==> src/rtl/mac_rx_fcs_check.sv <==
// Receive framing/integrity stage: strips preamble/SFD, forwards DA..payload with the
// FCS held back by a 4-byte delay line, and reports CRC/length/PHY/address status per frame.
module mac_rx_fcs_check #(
  parameter logic [47:0] LOCAL_MAC = 48'h02_00_00_00_00_01,
  parameter bit          PROMISC   = 1'b0,
  parameter int          MIN_LEN   = 64,
  parameter int          MAX_LEN   = 1518
) (
  input  logic        clk,
  input  logic        rst,
  input  logic [7:0]  rx_data,
  input  logic        rx_dv,
  input  logic        rx_err,
  output logic [7:0]  m_data,
  output logic        m_valid,
  output logic        m_sof,
  output logic        frame_done,
  output logic        frame_good,
  output logic        crc_err,
  output logic        len_err,
  output logic        phy_err,
  output logic        addr_miss,
  output logic [10:0] frame_len,
  output logic [15:0] ok_cnt,
  output logic [15:0] bad_cnt
);

  localparam logic [31:0] CRC_RESIDUE = 32'hDEBB20E3;
  localparam logic [10:0] MIN_L       = 11'(MIN_LEN);
  localparam logic [10:0] MAX_L       = 11'(MAX_LEN);

  typedef enum logic [1:0] {S_IDLE, S_PREAMBLE, S_BODY, S_DROP} state_t;

  state_t          state, state_nx;
  logic [3:0]      pre_cnt;
  logic [31:0]     crc;
  logic [10:0]     len;
  logic            phy_seen;
  logic [3:0][7:0] dly;
  logic [47:0]     da;
  logic            body_byte, body_end;
  logic            st_crc, st_len, st_miss, st_bad;

  function automatic logic [31:0] crc_next(input logic [31:0] c, input logic [7:0] d);
    logic [31:0] r;
    r = c;
    for (int i = 0; i < 8; i++)
      r = (r[0] ^ d[i]) ? ((r >> 1) ^ 32'hEDB88320) : (r >> 1);
    return r;
  endfunction

  always_ff @(posedge clk) begin
    if (rst) state <= S_IDLE;
    else     state <= state_nx;
  end

  // A preamble run of 15 bytes is treated as garbage rather than waiting forever for SFD.
  always_comb begin
    state_nx = state;
    case (state)
      S_IDLE:     if (rx_dv) state_nx = (rx_data == 8'h55) ? S_PREAMBLE : S_DROP;
      S_PREAMBLE: begin
        if (!rx_dv)                                      state_nx = S_IDLE;
        else if (rx_err)                                 state_nx = S_DROP;
        else if (rx_data == 8'hD5)                       state_nx = S_BODY;
        else if (rx_data == 8'h55 && pre_cnt != 4'd14)   state_nx = S_PREAMBLE;
        else                                             state_nx = S_DROP;
      end
      S_BODY:     if (!rx_dv) state_nx = S_IDLE;
      S_DROP:     if (!rx_dv) state_nx = S_IDLE;
      default:    state_nx = S_IDLE;
    endcase
  end

  assign body_byte = (state == S_BODY) && rx_dv;
  assign body_end  = (state == S_BODY) && !rx_dv;

  assign st_crc  = (crc != CRC_RESIDUE);
  assign st_len  = (len < MIN_L) || (len > MAX_L);
  assign st_miss = (len < 11'd6) ||
                   !((PROMISC != 1'b0) || (da == LOCAL_MAC) || (da == '1) || da[40]);
  assign st_bad  = st_crc | st_len | phy_seen | st_miss;

  always_ff @(posedge clk) begin
    if (rst) begin
      pre_cnt    <= '0;
      crc        <= '0;
      len        <= '0;
      phy_seen   <= 1'b0;
      dly        <= '0;
      da         <= '0;
      m_data     <= '0;
      m_valid    <= 1'b0;
      m_sof      <= 1'b0;
      frame_done <= 1'b0;
      frame_good <= 1'b0;
      crc_err    <= 1'b0;
      len_err    <= 1'b0;
      phy_err    <= 1'b0;
      addr_miss  <= 1'b0;
      frame_len  <= '0;
      ok_cnt     <= '0;
      bad_cnt    <= '0;
    end else begin
      m_valid    <= 1'b0;
      m_sof      <= 1'b0;
      frame_done <= 1'b0;

      if (state == S_IDLE && rx_dv)     pre_cnt <= 4'd1;
      if (state == S_PREAMBLE && rx_dv) pre_cnt <= pre_cnt + 4'd1;

      if (state == S_PREAMBLE && state_nx == S_BODY) begin
        crc      <= 32'hFFFF_FFFF;
        len      <= '0;
        phy_seen <= 1'b0;
      end

      if (body_byte) begin
        crc <= crc_next(crc, rx_data);
        if (len != 11'h7FF) len <= len + 11'd1;
        if (rx_err)         phy_seen <= 1'b1;
        dly <= {dly[2:0], rx_data};
        if (len < 11'd6)    da <= {da[39:0], rx_data};
        // Emit only once four bytes are buffered, so the trailing FCS never leaves.
        if (len >= 11'd4) begin
          m_data  <= dly[3];
          m_valid <= 1'b1;
          m_sof   <= (len == 11'd4);
        end
      end

      if (body_end) begin
        frame_done <= 1'b1;
        frame_good <= !st_bad;
        crc_err    <= st_crc;
        len_err    <= st_len;
        phy_err    <= phy_seen;
        addr_miss  <= st_miss;
        frame_len  <= len;
        if (st_bad) begin
          if (bad_cnt != 16'hFFFF) bad_cnt <= bad_cnt + 16'd1;
        end else begin
          if (ok_cnt != 16'hFFFF)  ok_cnt <= ok_cnt + 16'd1;
        end
      end
    end
  end

endmodule

==> config.mk <==
export PLATFORM = sky130hd
export DESIGN_NAME = mac_rx_fcs_check
export DESIGN_NICKNAME = d
export VERILOG_FILES = /design/src/rtl/mac_rx_fcs_check.sv
export SDC_FILE = /design/constraint.sdc
export NUM_CORES = 1
export LEC_CHECK = 0
export BUFFER_PORTS_ARGS = -buffer_cell sky130_fd_sc_hd__buf_2
export CAP_MARGIN = 10
export CORE_ASPECT_RATIO = 0.6
export CORE_MARGIN = 1
export CORE_UTILIZATION = 46
export CTS_BUF_LIST = sky130_fd_sc_hd__clkbuf_2 sky130_fd_sc_hd__clkbuf_4 sky130_fd_sc_hd__clkbuf_8
export CTS_CLUSTER_DIAMETER = 60
export DETAILED_ROUTE_END_ITERATION = 12
export PLACE_DENSITY = 0.67
export SETUP_SLACK_MARGIN = 0.02
export SLEW_MARGIN = 25
export SYNTH_ARGS = -nofsm -noshare
export SYNTH_HDL_FRONTEND = slang
export SYNTH_SLANG_ARGS = --single-unit
==> constraint.sdc <==
create_clock -name clk -period 2.6 [get_ports clk]
set_input_delay 0.26 -clock clk [delete_from_list [all_inputs] [get_ports clk]]
set_output_delay 0.26 -clock clk [all_outputs]
set_load 0.005 [all_outputs]
==> results of run 1 <==
flip-flops by register name (all words and copies together) (netlist names), 2 cells and up:
name       flops
crc           32
m_data         8
da            48
ok_cnt        16
bad_cnt       16
dly           32
pre_cnt        4
frame_len     11
len           11
state          2
stage by stage:
step                cells  instance area [µm²]  total power (W)
detailed placement   1296                 9140          0.00383
finish               1329                 9570          0.00570
floorplan            1005                 8330          0.00361
global route         1329                 9570          0.00595
global placement     1296                 9140          0.00383
CTS                  1328                 9530          0.00571
final cells by class:
type	instances	share of cell area, %
sequential	189	39.5
tap	234	3.06
multi-input combinational	746	45.2
timing repair buffer	122	7.94
clock inverter	15	1.58
inverter	6	0.235
clock buffer	17	2.45
Yosys cell counts (all sizes together), types with 3 or more instances:
cell type / number
buf: 7
inv: 6
nand4b: 8
xnor3: 3
nand2: 207
xor2: 19
or3: 16
a21oi: 130
nor2b: 7
or4: 12
nor4bb: 5
o31ai: 8
nand3b: 5
nor4b: 5
nor2: 50
nor3: 66
and3: 9
mux2i: 10
and2: 3
nor4: 18
and4: 3
mux2: 3
nand4: 14
ha: 5
clkbuf: 57
a211oi: 20
nand3: 24
dfxtp: 189
o21ai: 19
xnor2: 56
layout by cell type (no fill, tap or decap), drive strengths merged, types with 7 or more instances in the layout:
cell / instances
nand2: 207
dfxtp: 189
a21oi: 130
buf: 122
nor3: 66
xnor2: 56
nor2: 50
nand3: 24
a211oi: 20
xor2: 19
o21ai: 19
nor4: 18
clkbuf: 17
or3: 16
nand4: 14
inv: 13
or4: 12
mux2i: 10
and3: 9
nand4b: 8
o31ai: 8
nor2b: 7
clkinv: 7
logic make-up after synthesis:
family	count (synthesis)
buffers and inverters	70
XOR/XNOR	78
adder cells (fa/ha/maj)	5
AO/OA/AOI/OAI	190
multiplexers	13
AND/OR/NAND/NOR	460
flip-flops	189
power breakdown:
part	switching (W)	internal (W)	leakage [nW]
clock	0.00121	0.000715	0.194
sequential	0.0000450	0.00294	1.53
combinational	0.000448	0.000347	1.69
worst max-delay path, cell delays in order (launching register included):
cell and delay, ns:
dfxtp_1 0.40, nor4bb_1 0.35, nand4_1 0.31, a2111oi_4 0.48, nand3_4 0.20, buf_4 0.21, or3_1 0.35, a21oi_1 0.14
routing by layer:
layer,track usage (%),wire [µm],vias to the layer above
li1,-,-,3673
met1,37.3,11300,3497
met2,30.0,8250,194
met3,4.90,1290,14
met4,5.53,157,0
met5,0,0,-
worst max path at each step:
stage / endpoint / start
4_1_cts: ok_cnt[3] / crc[25]
5_1_grt: ok_cnt[4] / crc[0]
3_3_place_gp: ok_cnt[4] / crc[24]
2_1_floorplan: ok_cnt[13] / crc[24]
3_5_place_dp: ok_cnt[3] / crc[25]
6_report: ok_cnt[3] / crc[6]
what timing repair did:
item | in CTS | in global routing
endpoints found under the setup margin | 0 | 11
setup buffers | 0 | 1
gates resized for setup | 0 | 5
==> flow_metrics.tcl, run 1 <==
set metrics [dict create \
    status "finished, final reports clean" \
    worst_slack_ns 0.117 \
    synth_nets 1022 \
    hpwl_um 14200 \
    io_buffers 70 \
    yosysTopAreaCell "dfxtp_1" \
    async_flop_share_pct 0 \
    p_per_area_nw_per_um2 596 \
    final_hold_viol_count 0 \
    critical_path_required_ns 3.03 \
    worstPathArrival_ns 2.91 \
    numCtsBuffers 17 \
    fillCellCount 1678 \
    track_usage_pct 23.1 \
    clk_pin_slew_ns 0.12 \
    overflow 0 \
    drt_wl_total_um 21000 \
    htreeDepth 4 \
    timing.rr.end "ok_cnt[3]" \
    regArea_um2 3780 \
    drt-initial-drc-count 832 \
    min_to "dly[3]" \
    r2r_setup_slack_ns 0.12 \
    ys_types 54 \
    first_global_vias 6429 \
    worstPathMaxFanout 12 \
    die_y_um 106 \
    synth-edff-count 0 \
    hold_path_class "in2reg" \
    antenna_found_initial 0 \
    final_util_pct 55.0 \
    io-pin-count 71 \
    die_area_um2 18700 \
    grt_pass1_wl_um 34200 \
    via_per_inst 5.55 \
    worst_hold_slack_ns 0.0722 \
    gp_congestion 0.881 \
    postSynthCellCount 1005 \
    wl_per_cell_um 15.8 \
    ys_ff_latch 189 \
    power.leakage_nw 3.41 \
    layout_min_cycle_time_ns 2.48 \
    yosys.area_share.simple_pct 26.8 \
    drive_gt1_share_pct 15.8 \
    initial_core_util_pct 47.9 \
    clock_skew_ns 0.0175 \
    r2r_start "crc[6]" \
    clock_tree.buffer_depth 2 \
    synthAdderAreaFrac_pct 0.751 \
    end_kind "flip-flop" \
    synth_compound_area_share_pct 13.2 \
    crit_type "reg2reg" \
    synth_ff_type "dfxtp_1" \
    route.detailed.drc 0 \
    muxShareOfSynthArea_pct 1.61 \
    holdBufCountCts 0 \
    pre_cts_slack_ns 0.0368 \
    drv_cap 0 \
    hold_path_depth 3 \
    synth_top_family_by_area "simple AND/OR/NAND/NOR gates" \
    setup_viol 0 \
    area_delta_synth_final_pct 14.8 \
    multiInputGateArea_um2 4320 \
    nNetsFinal 1099 \
    post_synth.cell_area_avg_um2 8.29 \
    num_antenna_cells 0 \
    slew-limit-headroom_pct 55.5 \
    yosysWarnings 0 \
    cts_tree "built" \
    rsz0062_at_grt "false" \
    num_rows 37 \
    fin_crit_sh_pct 95.5 \
    die_x_um 176 \
    tightestPinTransition_ns 0.662 \
    r2r_cells 7 \
    core_um2 17400 \
    grt_max_degree 84 \
    insertion_delay_ns 0.48 \
    vias 7378 \
    synth_area_um2 8330 \
    yosysTopAreaCellShare_pct 45.4 \
    ys_seq_area_share_pct 45.4 \
    synth.area.top_cells "dfxtp_1 (45%), nand2_1 (9.3%), a21oi_1 (7.8%)" \
    worstHoldStart "rx_data[3]" \
    max_freq_mhz 403 \
    cts_sinks 189 \
    synthXorXnorAreaFrac_pct 8.96 \
    drv_slew 0 \
    antenna_left 0 \
    root_buffer "clkbuf_8" \
    drt_first_pass_iters 5 \
    setup_tns_ns 0 \
    ir_drop_uv 330 \
    start_kind "flip-flop" \
]
Power figures use the tool's default switching activity.
==> inputs of run 2 (changes only) <==
- CTS_CLUSTER_SIZE: default -> 24
- REMOVE_ABC_BUFFERS: default -> 1
==> flow_metrics.tcl, run 2 (synthesis gave the netlist of run 1 again) <==
set metrics [dict create \
    drt_wl_total_um 20400 \
    drive_gt1_share_pct 16.0 \
    hold_path_class "in2reg" \
    num_antenna_cells 0 \
    die_y_um 106 \
    slew-limit-headroom_pct 43.6 \
    clock_tree.buffer_depth 2 \
    top_regs "da: 48 flops, crc: 32 flops, dly: 32 flops" \
    num_rows 37 \
    via_per_inst 5.46 \
    holdBufCountCts 0 \
    r2r_cells 8 \
    drv_slew 0 \
    clk_pin_slew_ns 0.10 \
    worstPathArrival_ns 2.85 \
    htreeDepth 4 \
    final_cell_mix "nand2_1 (207), dfxtp_1 (189), a21oi_1 (130)" \
    worstPathMaxFanout 20 \
    ir_drop_uv 405 \
    route.detailed.drc 0 \
    grt_pass1_wl_um 33900 \
    layout_commonest_cell "nand2_1" \
    core_um2 17400 \
    crit_type "reg2reg" \
    p_per_area_nw_per_um2 594 \
    fin_cells 1335 \
    antenna_found_initial 0 \
    max_freq_mhz 408 \
    placed_cells 1303 \
    regMostFlops "da" \
    drt-initial-drc-count 757 \
    hold_path_depth 3 \
    first_global_vias 6464 \
    vias 7295 \
    setup_viol 0 \
    gp_congestion 0.854 \
    fin_crit_sh_pct 94.2 \
    worst_slack_ns 0.150 \
    pre_cts_slack_ns -0.0282 \
    layout_min_cycle_time_ns 2.45 \
    overflow 0 \
    fillCellCount 1663 \
    antenna_left 0 \
    status "finished, final reports clean" \
    power.leakage_nw 3.44 \
    hpwl_um 14100 \
    nNetsFinal 1105 \
    largest_reg_flops 48 \
    io-pin-count 71 \
    start_kind "flip-flop" \
    die_area_um2 18700 \
    cts_sinks 189 \
    die_x_um 176 \
    critical_path_required_ns 3.00 \
    setup_tns_ns 0 \
    tightestPinTransition_ns 0.846 \
    insertion_delay_ns 0.47 \
    root_buffer "clkbuf_8" \
    end_kind "flip-flop" \
    initial_core_util_pct 47.9 \
    io_buffers 70 \
    wl_per_cell_um 15.3 \
    cts_tree "built" \
    drt_first_pass_iters 5 \
    clock_skew_ns 0.0208 \
    area_delta_synth_final_pct 15.4 \
    grt_max_degree 106 \
    numCtsBuffers 17 \
    final_hold_viol_count 0 \
    drv_cap 0 \
    rsz0062_at_grt "false" \
    track_usage_pct 22.8 \
]
run 2: final cells by class:
cell class | count | area [µm²] | area share (%)
Inverter | 6 | 22.5 | 0.234
Tap cell | 234 | 293 | 3.05
Multi-Input combinational cell | 746 | 4310 | 44.8
Timing Repair Buffer | 128 | 830 | 8.63
Clock inverter | 13 | 131 | 1.37
Clock buffer | 19 | 249 | 2.59
Sequential cell | 189 | 3780 | 39.4
run 2: what timing repair did:
action,in CTS,in global routing
hold endpoints to repair,0,0
pin swaps,0,1
gates resized for setup,1,1
endpoints found under the setup margin,5,19
buffers inserted,0,0
run 2: metal layers:
metal | up-vias | part of all wire, % | GRT usage (%)
li1 | 3667 | - | -
met1 | 3394 | 54 | 36.9
met2 | 218 | 39 | 29.7
met3 | 16 | 6.3 | 4.72
met4 | 0 | 0.73 | 5.16
met5 | - | 0 | 0
run 2: path summary, 6_finish.rpt:
kind / start / end / slack [ns]
worst max-delay path: len[5] / bad_cnt[15] / 0.15
worst min register to register: frame_len[9] / frame_len[9] / 0.46
worst max register to register: len[5] / bad_cnt[15] / 0.15
worst min-delay path: rx_data[6] / dly[6] / 0.08
run 2: worst max-delay path: stages, from the launching register on:
cell and delay (ns):
dfxtp_1 0.50, nand4_1 0.18, o21ai_1 0.34, a2111oi_4 0.15, buf_4 0.18, a21bo_2 0.21
buf_4 0.18, or4_1 0.47, a21oi_1 0.16
run 2: report_power, final:
part           internal [W]  switching [W]
clock network      0.000801        0.00110
registers           0.00294      0.0000360
logic              0.000366       0.000470
total               0.00411        0.00161
run 2: per-stage QoR:
stage | util, % | hold slack (ns) | instance area, µm² | total power [W]
2_1_floorplan | - | 0.329 | 8080 | 0.00357
3_3_place_gp | 53.0 | 0.436 | 9220 | 0.00386
3_5_place_dp | 53.0 | 0.445 | 9220 | 0.00386
4_1_cts | 55.2 | 0.0524 | 9610 | 0.00576
5_1_grt | 55.2 | 0.0568 | 9610 | 0.00595
6_report | 55.2 | 0.0849 | 9610 | 0.00571
==> inputs of run 3 (changes only) <==
- CORE_MARGIN: 1 -> 10
- REMOVE_ABC_BUFFERS: 1 -> default
==> flow_metrics.tcl, run 3 (synthesis gave the netlist of run 1 again) <==
set metrics [dict create \
    max_freq_mhz 412 \
    combinationalPowerShare_pct 14.0 \
    cts_sinks 189 \
    critPathMaxStageDelay_ns 0.47 \
    root_buffer "clkbuf_8" \
    switching_power_w 0.00165 \
    initial_core_util_pct 46.5 \
    seq_power_share_pct 50.1 \
    setup_viol 0 \
    clkPwrFrac_pct 35.9 \
    crit_type "reg2reg" \
    ir_drop_uv 366 \
    worstPathMaxFanout 20 \
    area_delta_synth_final_pct 16.3 \
    largest_reg_flops 48 \
    end_kind "flip-flop" \
    num_rows 38 \
    numCtsBuffers 17 \
    path_cells "buf_4 -> nand4_1 -> o21ai_1 -> a2111oi_4 -> buf_4 -> a21bo_2 -> buf_12 -> or4_1 -> a21oi_1" \
    drt_first_pass_iters 5 \
    regMostFlops "da" \
    slew-limit-headroom_pct 55.0 \
    r2r_start "len[6]" \
    antenna_left 0 \
    rsz0062_at_grt "false" \
    drt-initial-drc-count 628 \
    core_um2 17900 \
    clock_tree.buffer_depth 2 \
    critical_path_required_ns 3.00 \
    clock_skew_ns 0.0215 \
    gp_congestion 0.872 \
    worstSetupEndpoint "bad_cnt[15]" \
    layout_min_cycle_time_ns 2.43 \
    internal_power_w 0.00429 \
    die_area_um2 24100 \
    final_hold_viol_count 0 \
    hold_path_class "in2reg" \
    overflow 0 \
    holdBufCountCts 0 \
    hold_path_depth 3 \
    setup_tns_ns 0 \
    wl_per_cell_um 16.1 \
    drive_gt1_share_pct 16.1 \
    cts_tree "built" \
    top_regs "da: 48 flops, crc: 32 flops, dly: 32 flops" \
    grt_pass1_wl_um 35400 \
    die_x_um 194 \
    insertion_delay_ns 0.48 \
    worst_hold_slack_ns 0.0716 \
    route.detailed.drc 0 \
    vias 7331 \
    power.leakage_nw 3.47 \
    swShare_pct 27.8 \
    drv_slew 0 \
    io_buffers 70 \
    fillCellCount 1725 \
    drv_cap 0 \
    grt_max_degree 85 \
    r2r_cells 9 \
    hpwl_um 14900 \
    final_cell_mix "nand2_1 (207), dfxtp_1 (189), a21oi_1 (130)" \
    antenna_found_initial 0 \
    nNetsFinal 1106 \
    critPathSlowestCell "or4_1" \
    layout_commonest_cell "nand2_1" \
    first_global_vias 6616 \
    drt_wl_total_um 21600 \
    track_usage_pct 17.4 \
    num_antenna_cells 0 \
    tightestPinTransition_ns 0.670 \
    via_per_inst 5.46 \
    fin_crit_sh_pct 93.4 \
    clk_pin_slew_ns 0.10 \
    crit_top_cell "buf_4" \
    status "finished, final reports clean" \
    die_y_um 124 \
    p_per_area_nw_per_um2 612 \
    io-pin-count 71 \
    start_kind "flip-flop" \
    timing.rr.end "bad_cnt[15]" \
    worstPathArrival_ns 2.83 \
    htreeDepth 4 \
    crit_start "len[6]" \
    r2r_setup_slack_ns 0.17 \
]
==> run 3: through the flow <==
stage	total power, W	worst slack (ns)	util [%]	area, µm²	instances
2_1_floorplan	0.00361	0.207	-	8330	1005
3_3_place_gp	0.00385	0.0523	51.5	9240	1309
3_5_place_dp	0.00385	0.0225	51.5	9240	1309
4_1_cts	0.00597	0.0273	54.0	9680	1341
5_1_grt	0.00615	0.0279	54.1	9700	1342
6_report	0.00594	0.171	54.1	9700	1342
==> run 3: power by group through the flow <==
| stage | clock, W | sequential [W] | combinational (W) |
|---|---|---|---|
| 4_1_cts | 0.00218 | 0.00298 | 0.000818 |
| 3_5_place_dp | 0 | 0.00304 | 0.000810 |
| 6_report | 0.00213 | 0.00298 | 0.000830 |
| 5_1_grt | 0.00227 | 0.00298 | 0.000897 |
| 3_3_place_gp | 0 | 0.00304 | 0.000810 |
| 2_1_floorplan | 0 | 0.00304 | 0.000569 |
==> run 3: layer usage <==
metal  track usage, %  part of all wire, %  routed length [µm]  vias to the layer above
met4             4.27                 0.53                 115                        0
met5                0                    0                   0                        -
met1             27.4                   54               11700                     3448
li1                 -                    -                   -                     3680
met3             3.58                  5.9                1280                       13
met2             23.0                   39                8510                      190
==> run 3: final cells by class <==
type                    count  area (µm²)  area share (%)
repair buffers            129         850            8.76
flip-flops and latches    189        3780            39.0
multi-input cells         746        4310            44.4
well taps                 240         300            3.10
inverters                   6        22.5           0.232
clock inverters            15         201            2.08
clock buffers              17         234            2.41
==> run 3: repair_timing <==
item / in CTS / in global routing
setup buffers: 0 / 1
setup endpoints to repair: 0 / 9
resized for setup: 0 / 2
==> run 3: worst min path at each step <==
stage	from	to
floorplan	rx_data[0]	dly[0]
global placement	frame_good	frame_good
detailed placement	dly[5]	dly[13]
CTS	rx_data[4]	da[4]
global route	rx_data[4]	da[4]
finish	rx_data[4]	da[4]
==> run 3: worst max-delay path: cells and delay by family, from the launching register on <==
family          cells  cell delay [ns]
compound gates      4             0.90
buf+inv             3             0.48
flops               1             0.40
simple gates        2             0.58
